===== src/rtl/sha256_golden_nonce_filter_pkg.sv =====
// Shared SHA-256 datapath definitions: widths, byte-swap and word-select helpers,
// and the stage-1 compare record carried by the golden-nonce filter.
package sha256_golden_nonce_filter_pkg;

  localparam int HASH_W  = 256;
  localparam int NONCE_W = 32;
  localparam int WORD_W  = 32;
  localparam int HALF_W  = HASH_W / 2;
  localparam int N_WORDS = HASH_W / WORD_W;

  function automatic logic [WORD_W-1:0] bswap32(input logic [WORD_W-1:0] w);
    return {w[7:0], w[15:8], w[23:16], w[31:24]};
  endfunction

  function automatic logic [WORD_W-1:0] word_sel(input logic [HASH_W-1:0] h, input int k);
    return h[WORD_W*k +: WORD_W];
  endfunction

  // Word k of the numeric value is the byte-reversed H_k, so H7 lands in the MSBs.
  function automatic logic [HASH_W-1:0] hash_to_value(input logic [HASH_W-1:0] h);
    logic [HASH_W-1:0] v;
    v = '0;
    for (int k = 0; k < N_WORDS; k++) begin
      v[WORD_W*k +: WORD_W] = bswap32(word_sel(h, k));
    end
    return v;
  endfunction

  typedef struct packed {
    logic               valid;
    logic [NONCE_W-1:0] nonce;
    logic               hi_lt;
    logic               hi_eq;
    logic               lo_le;
  } cmp_stage_t;

endpackage


===== src/rtl/sha256_golden_nonce_filter_fifo.sv =====
// Synchronous first-word-fall-through FIFO with a registered head (rd_data).
// Occupancy counts storage plus the head register; overflow is reported per cycle.
module golden_nonce_fifo #(
  parameter int DEPTH  = 4,
  parameter int DATA_W = 32
) (
  input  logic              clk,
  input  logic              rst,
  input  logic              wr_en,
  input  logic [DATA_W-1:0] wr_data,
  output logic              wr_drop,
  output logic              rd_valid,
  input  logic              rd_ready,
  output logic [DATA_W-1:0] rd_data,
  output logic              full
);

  localparam int PTR_W = $clog2(DEPTH);
  localparam int OCC_W = $clog2(DEPTH + 1);

  logic [DATA_W-1:0] mem [DEPTH];
  logic [PTR_W-1:0]  wr_ptr;
  logic [PTR_W-1:0]  rd_ptr;
  logic [OCC_W-1:0]  mem_cnt;
  logic [OCC_W-1:0]  occ;
  logic              out_valid;
  logic [DATA_W-1:0] out_data;
  logic              pop;
  logic              wr_accept;
  logic              load;

  assign occ       = mem_cnt + OCC_W'(out_valid);
  assign full      = (occ == OCC_W'(DEPTH));
  assign pop       = out_valid & rd_ready;
  // A pop frees a slot in the same cycle, so a push into a full FIFO still lands.
  assign wr_accept = wr_en & (~full | pop);
  assign wr_drop   = wr_en & full & ~pop;
  assign load      = (mem_cnt != '0) & (~out_valid | pop);

  assign rd_valid = out_valid;
  assign rd_data  = out_data;

  always_ff @(posedge clk) begin
    if (wr_accept) begin
      mem[wr_ptr] <= wr_data;
    end
  end

  always_ff @(posedge clk) begin
    if (rst) begin
      wr_ptr    <= '0;
      rd_ptr    <= '0;
      mem_cnt   <= '0;
      out_valid <= 1'b0;
      out_data  <= '0;
    end else begin
      if (wr_accept) begin
        wr_ptr <= wr_ptr + PTR_W'(1);
      end
      if (load) begin
        out_data  <= mem[rd_ptr];
        rd_ptr    <= rd_ptr + PTR_W'(1);
        out_valid <= 1'b1;
      end else if (pop) begin
        out_valid <= 1'b0;
      end
      case ({wr_accept, load})
        2'b10:   mem_cnt <= mem_cnt + OCC_W'(1);
        2'b01:   mem_cnt <= mem_cnt - OCC_W'(1);
        default: mem_cnt <= mem_cnt;
      endcase
    end
  end

endmodule


===== src/rtl/sha256_golden_nonce_filter.sv =====
// Golden-nonce filter: byte-reorders each SHA-256 result, compares it against the
// loaded target in two pipeline stages and queues qualifying nonces for reporting.
module sha256_golden_nonce_filter
  import sha256_golden_nonce_filter_pkg::*;
#(
  parameter int FIFO_DEPTH = 4,
  parameter int CNT_W      = 32,
  parameter int DROP_W     = 8
) (
  input  logic               clk,
  input  logic               rst,
  input  logic               hash_valid,
  input  logic [HASH_W-1:0]  hash,
  input  logic [NONCE_W-1:0] nonce_in,
  input  logic               target_load,
  input  logic [HASH_W-1:0]  target_in,
  output logic               gn_valid,
  input  logic               gn_ready,
  output logic [NONCE_W-1:0] gn_nonce,
  output logic [CNT_W-1:0]   hash_count,
  output logic [DROP_W-1:0]  drop_count,
  output logic               fifo_full
);

  logic [HASH_W-1:0]  target_q;
  logic [HASH_W-1:0]  hash_value;
  cmp_stage_t         s1_q;
  logic               golden;
  logic               s2_valid_q;
  logic [NONCE_W-1:0] s2_nonce_q;
  logic [CNT_W-1:0]   hash_count_q;
  logic [DROP_W-1:0]  drop_count_q;
  logic               fifo_drop;

  assign hash_value = hash_to_value(hash);
  assign golden     = s1_q.hi_lt | (s1_q.hi_eq & s1_q.lo_le);

  // Stage 1 always sees the target as it was before this edge, so a hash that
  // coincides with target_load is judged against the old value.
  always_ff @(posedge clk) begin
    if (rst) begin
      target_q     <= '0;
      s1_q         <= '0;
      s2_valid_q   <= 1'b0;
      s2_nonce_q   <= '0;
      hash_count_q <= '0;
      drop_count_q <= '0;
    end else begin
      if (target_load) begin
        target_q <= target_in;
      end
      s1_q.valid <= hash_valid;
      s1_q.nonce <= nonce_in;
      s1_q.hi_lt <= hash_value[HASH_W-1:HALF_W] <  target_q[HASH_W-1:HALF_W];
      s1_q.hi_eq <= hash_value[HASH_W-1:HALF_W] == target_q[HASH_W-1:HALF_W];
      s1_q.lo_le <= hash_value[HALF_W-1:0]      <= target_q[HALF_W-1:0];
      s2_valid_q <= s1_q.valid & golden;
      s2_nonce_q <= s1_q.nonce;
      if (hash_valid) begin
        hash_count_q <= hash_count_q + CNT_W'(1);
      end
      if (fifo_drop && (drop_count_q != '1)) begin
        drop_count_q <= drop_count_q + DROP_W'(1);
      end
    end
  end

  golden_nonce_fifo #(
    .DEPTH  (FIFO_DEPTH),
    .DATA_W (NONCE_W)
  ) u_fifo (
    .clk      (clk),
    .rst      (rst),
    .wr_en    (s2_valid_q),
    .wr_data  (s2_nonce_q),
    .wr_drop  (fifo_drop),
    .rd_valid (gn_valid),
    .rd_ready (gn_ready),
    .rd_data  (gn_nonce),
    .full     (fifo_full)
  );

  assign hash_count = hash_count_q;
  assign drop_count = drop_count_q;

endmodule


===== config.mk =====
export PLATFORM = sky130hd
export DESIGN_NAME = sha256_golden_nonce_filter
export DESIGN_NICKNAME = d
export VERILOG_FILES = /design/src/rtl/sha256_golden_nonce_filter_pkg.sv /design/src/rtl/sha256_golden_nonce_filter_fifo.sv /design/src/rtl/sha256_golden_nonce_filter.sv
export SDC_FILE = /design/constraint.sdc
export NUM_CORES = 1
export LEC_CHECK = 0
export BUFFER_PORTS_ARGS = -buffer_cell sky130_fd_sc_hd__buf_2
export CORE_MARGIN = 2
export CORE_UTILIZATION = 40
export CTS_BUF_LIST = sky130_fd_sc_hd__clkbuf_2 sky130_fd_sc_hd__clkbuf_4 sky130_fd_sc_hd__clkbuf_8
export CTS_CLUSTER_SIZE = 30
export DETAILED_ROUTE_END_ITERATION = 8
export GPL_TIMING_DRIVEN = 0
export HOLD_SLACK_MARGIN = 0.03
export MAX_ROUTING_LAYER = met4
export PLACE_DENSITY_LB_ADDON = 0.12
export RECOVER_POWER = 50
export SLEW_MARGIN = 0
export SYNTH_ARGS = -nofsm -noshare
export SYNTH_HDL_FRONTEND = slang
export SYNTH_SLANG_ARGS = --single-unit
export TNS_END_PERCENT = 20

===== constraint.sdc =====
create_clock -name clk -period 3.32 [get_ports clk]
set_input_delay 0.332 -clock clk [delete_from_list [all_inputs] [get_ports clk]]
set_output_delay 0.332 -clock clk [all_outputs]
set_load 0.05 [all_outputs]

==> run summary <==
The run finished with clean final reports. Of all cell types, the one taking the most synthesized area is sky130_fd_sc_hd__dfxtp_1. The commonest cells after synthesis are sky130_fd_sc_hd__dfxtp_1 (405), sky130_fd_sc_hd__nor2_1 (335), sky130_fd_sc_hd__inv_1 (266). The final wirelength came out at 80.1 mm. The post-synthesis async set-or-reset flop share is 0%. The global-route track usage on met2 came out at 44.6%. The via density per instance is 4.77. The share of cell area taken by muxes after synthesis is 13.2%. The total number of yosys warnings is 0.

The chip height is 254 um. For the pin with the worst max-slew slack, the measured transition is 0.970 ns. The global-route wire length before repair is 120 mm. The area enclosed by the die boundary came out at 64400 sq um. Among all stages on the critical path, the largest delay is contributed by sky130_fd_sc_hd__a2111o_1. The max-slew violation count is 0. The adder-cell share of the synthesized area came out at 13.4%. After synthesis, flip-flops and latches occupy 47.9% of the total area.

The overall fraction of global-route tracks in use came out at 25.0%. The die boundary width came out at 254 um. Entering global routing, the biggest net connects 31 pins.

The post-synthesis to final-layout area growth is 37.3%. The cell area after layout is 34300 sq um. In the post-synthesis netlist, the cell with the most instances is sky130_fd_sc_hd__dfxtp_1. The area share of xor/xnor cells in the synthesized design is 1.47%. The top cell type by area accounts for 32.5% of the synthesized area. After synthesis the cells add up to 25000 sq um. Walking the worst path, the cells encountered are ha_1 -> ha_1 -> xnor2_1 -> a2111o_1 -> and2_1 -> inv_1 -> ha_1 -> inv_1 -> fa_1 -> xor2_1 -> or3_1 -> a21oi_1. The post-detailed-route count of antenna-violating nets came out at 0. After global routing, the most crowded layer is met2.

The largest driver fanout on the critical path is 6. The worst path in the final design needs a cycle of 3.02 ns, including I/O delays and setup. The clock sink count is 533.

Setup repair after global routing left no endpoint under its margin. The number of standard cells after synthesis is 2446. The number of levels the H-tree was split into is 3. The synthesized netlist contains 56 unique library cells. The first detailed-routing pass took 5 iterations. The met1 track demand over resource in global routing came out at 26.5%.

The share of the clock period used by the worst path after layout came out at 91.0%. The number of buffers added on ports is 620. For the worst-skew pair, the clock arrives at the later sink with an insertion delay of 0.69 ns.

The layout has 5675 filler cells. The via count of the first global-routing pass is 22300. The sum of overflow across all layers after global routing is 0. The share of cells above drive strength 1 came out at 21.7%.

The compound-gate portion of the synthesized area came out at 5.96%. The number of instances in the placed design came out at 3907. The post-cts gate resize count came out at 0.

The worst relative slew slack came out at 35.3%. The number of standard cells in the final layout excluding fillers is 4431. The TritonCTS clock tree is built. The count of flip-flops with a built-in enable after synthesis is 128. The final total power is 17.5 mW. The worst setup path is launched from a flop. The total via count after detailed routing is 21100. The mean post-synth cell area came out at 10.2 sq um. The max-cap violation count is 0. The number of flip-flops and latches in the synthesized netlist came out at 533. The leakage power summed over all cells is 15.1 nW. The total I/O pin count is 623. Summed over all nets, the half-perimeter wirelength after detailed placement is 63.1 mm. Clock-pin slew was measured on the worst setup and hold paths at 0.06 ns. In this design, the critical path's most frequently occurring cell is sky130_fd_sc_hd__ha_1. At the end of the flow, the number of nets in the layout was 4270.

The number of buffers inserted during clock tree synthesis is 93. The placed instances occupy a cell area of 29200 sq um. IR analysis of the VDD net gives a maximum drop of 0.000302 V.

The clock passes through at most 3 buffers. The largest single stage delay on the critical path is 0.48 ns. By area, the combinational part of the netlist is dominated by adder cells.

The routability-driven placement congestion ratio is 0.922. The achievable clock frequency is 331 MHz. For this run, the leading register cell type out of synthesis is sky130_fd_sc_hd__dfxtp_1.

The tree is rooted in a sky130_fd_sc_hd__clkbuf_8. For this block, the initial DRC count from the detailed router was 699. Global routing consumed, on the met3 layer, 6.49% of the routing resources.

The initial antenna violation count came out at 63. The placeable core region came out at 61700 sq um. The post-route clock skew came out at 0.0355 ns. Row generation in the floorplan step produced 91 rows. After synthesis, the cell types taking the most area are sky130_fd_sc_hd__dfxtp_1 (32%), sky130_fd_sc_hd__edfxtp_1 (15%), sky130_fd_sc_hd__ha_1 (13%).

The DRC violation count after routing is 0. The final hold violation count is 0. The final routed wire length divided by cell count is 18.1 um. The starting utilization of the core area is 40.5%. The worst setup path is captured at a flop. STA puts the critical path data required time at 3.92 ns. The arrival time of the worst setup path came out at 3.62 ns.

The count of final setup violators is 0. The post-synthesis net count is 3261. The worst setup path is of the reg2reg kind.

In this run the worst hold path is classified as in2reg. The synthesized-area fraction occupied by and/or/nand/nor cells is 12.7%. The power density of the placed cells is 510 nW/um^2.
-- metal layers --
metal | wire length, um | part of all wire [%] | up-vias
met5 | 0 | 0 | -
met4 | 2550 | 3.2 | 0
met3 | 5280 | 6.6 | 141
met2 | 41400 | 52 | 578
met1 | 30900 | 39 | 9917
li1 | - | - | 10500
-- power breakdown --
group / internal, mW / leakage, nW / switching [mW] / total, mW
registers: 7.06 / 4.51 / 0.225 / 7.28
logic: 1.43 / 9.47 / 2.09 / 3.52
clock network: 3.87 / 1.12 / 2.82 / 6.69
total: 12.4 / 15.1 / 5.14 / 17.5
-- repair_timing --
action,4_1_cts,5_1_grt
hold endpoints to repair,293,0
setup buffers,0,0
hold buffers,290,0
-- metrics by stage --
| step | setup WS [ns] | utilization (%) | hold WS, ns | TNS (ns) |
|---|---|---|---|---|
| after floorplan | 0.246 | - | 0.414 | 0 |
| after global placement | -0.372 | 47.2 | 0.417 | -45.13 |
| after detailed placement | -0.377 | 47.3 | 0.423 | -43.74 |
| after CTS | 0.321 | 55.4 | 0.191 | 0 |
| after global routing | 0.154 | 55.5 | 0.253 | 0 |
| final | 0.297 | 55.6 | 0.242 | 0 |
-- registers in the layout, summed over array words and instances, names as in the netlist, 3 cells and up --
name	count
drop_count	8
hash_count	32
s1_q	36
s2_nonce_q	32
target_q	256
u_fifo.mem	128
u_fifo.mem_cnt	3
u_fifo.rd_data	32
-- layout by cell type, fill, tap and decap left out, types with 8 or more instances in the layout --
master / Yosys / final
sky130_fd_sc_hd__a211oi_1: 10 / 10
sky130_fd_sc_hd__a21o_1: 19 / 19
sky130_fd_sc_hd__a21oi_1: 138 / 138
sky130_fd_sc_hd__and3_1: 19 / 18
sky130_fd_sc_hd__buf_1: 27 / 25
sky130_fd_sc_hd__buf_2: 5 / 551
sky130_fd_sc_hd__clkbuf_1: 58 / 134
sky130_fd_sc_hd__clkbuf_4: 0 / 28
sky130_fd_sc_hd__clkbuf_8: 0 / 122
sky130_fd_sc_hd__clkinv_2: 0 / 8
sky130_fd_sc_hd__dfxtp_1: 405 / 405
sky130_fd_sc_hd__diode_2: 0 / 65
sky130_fd_sc_hd__dlygate4sd3_1: 0 / 290
sky130_fd_sc_hd__edfxtp_1: 128 / 128
sky130_fd_sc_hd__ha_1: 265 / 265
sky130_fd_sc_hd__inv_1: 266 / 266
sky130_fd_sc_hd__mux2i_1: 258 / 258
sky130_fd_sc_hd__mux4_2: 32 / 32
sky130_fd_sc_hd__nand2_1: 151 / 151
sky130_fd_sc_hd__nand3_1: 35 / 35
sky130_fd_sc_hd__nand4_1: 49 / 49
sky130_fd_sc_hd__nor2_1: 335 / 335
sky130_fd_sc_hd__nor2b_1: 69 / 69
sky130_fd_sc_hd__nor3_1: 13 / 13
sky130_fd_sc_hd__o211ai_1: 9 / 9
sky130_fd_sc_hd__o21ai_0: 43 / 43
sky130_fd_sc_hd__xnor2_1: 14 / 14
sky130_fd_sc_hd__xor2_1: 28 / 28
-- worst paths after layout --
| check | from | to | slack (ns) | depth (start not counted) |
|---|---|---|---|---|
| min | hash[216] | s1_q[2]$_SDFF_PP0_ | 0.24 | 5 |
| max reg2reg | u_fifo.rd_valid$_SDFFE_PP0P_ | u_fifo.mem_cnt[2]$_SDFFE_PP0P_ | 0.30 | 12 |
| max | u_fifo.rd_valid$_SDFFE_PP0P_ | u_fifo.mem_cnt[2]$_SDFFE_PP0P_ | 0.30 | 12 |
| min reg2reg | s1_q[16]$_SDFF_PP0_ | s2_nonce_q[13]$_SDFF_PP0_ | 0.43 | 1 |
-- cell families (layout without fill, tap and decap cells) --
group / Yosys count / after routing
other cells: 0 / 65
simple gates: 702 / 702
xor+xnor: 42 / 42
compound gates: 256 / 256
mux: 290 / 290
flops: 533 / 533
buf+inv: 357 / 1440
fa+ha+maj: 266 / 266
-- final cells by class --
class / instances / area (sq um) / share of cell area [%]
Clock inverter: 19 / 224 / 0.653
Timing Repair Buffer: 914 / 5990 / 17.5
Inverter: 267 / 1000 / 2.92
Antenna cell: 65 / 163 / 0.474
Clock buffer: 150 / 1890 / 5.51
Multi-Input combinational cell: 1556 / 11700 / 34.0
Buffer: 90 / 344 / 1.00
Sequential cell: 533 / 12000 / 34.9
Tap cell: 837 / 1050 / 3.05
-- critical path, delay by kind of cell (launching register included) --
family          cells  cell delay [ns]
xor+xnor            2             0.30
simple gates        2             0.57
buf+inv             2             0.13
fa+ha+maj           4             0.96
flops               1             0.35
compound gates      2             0.62
(Power assumes the default switching activity.)
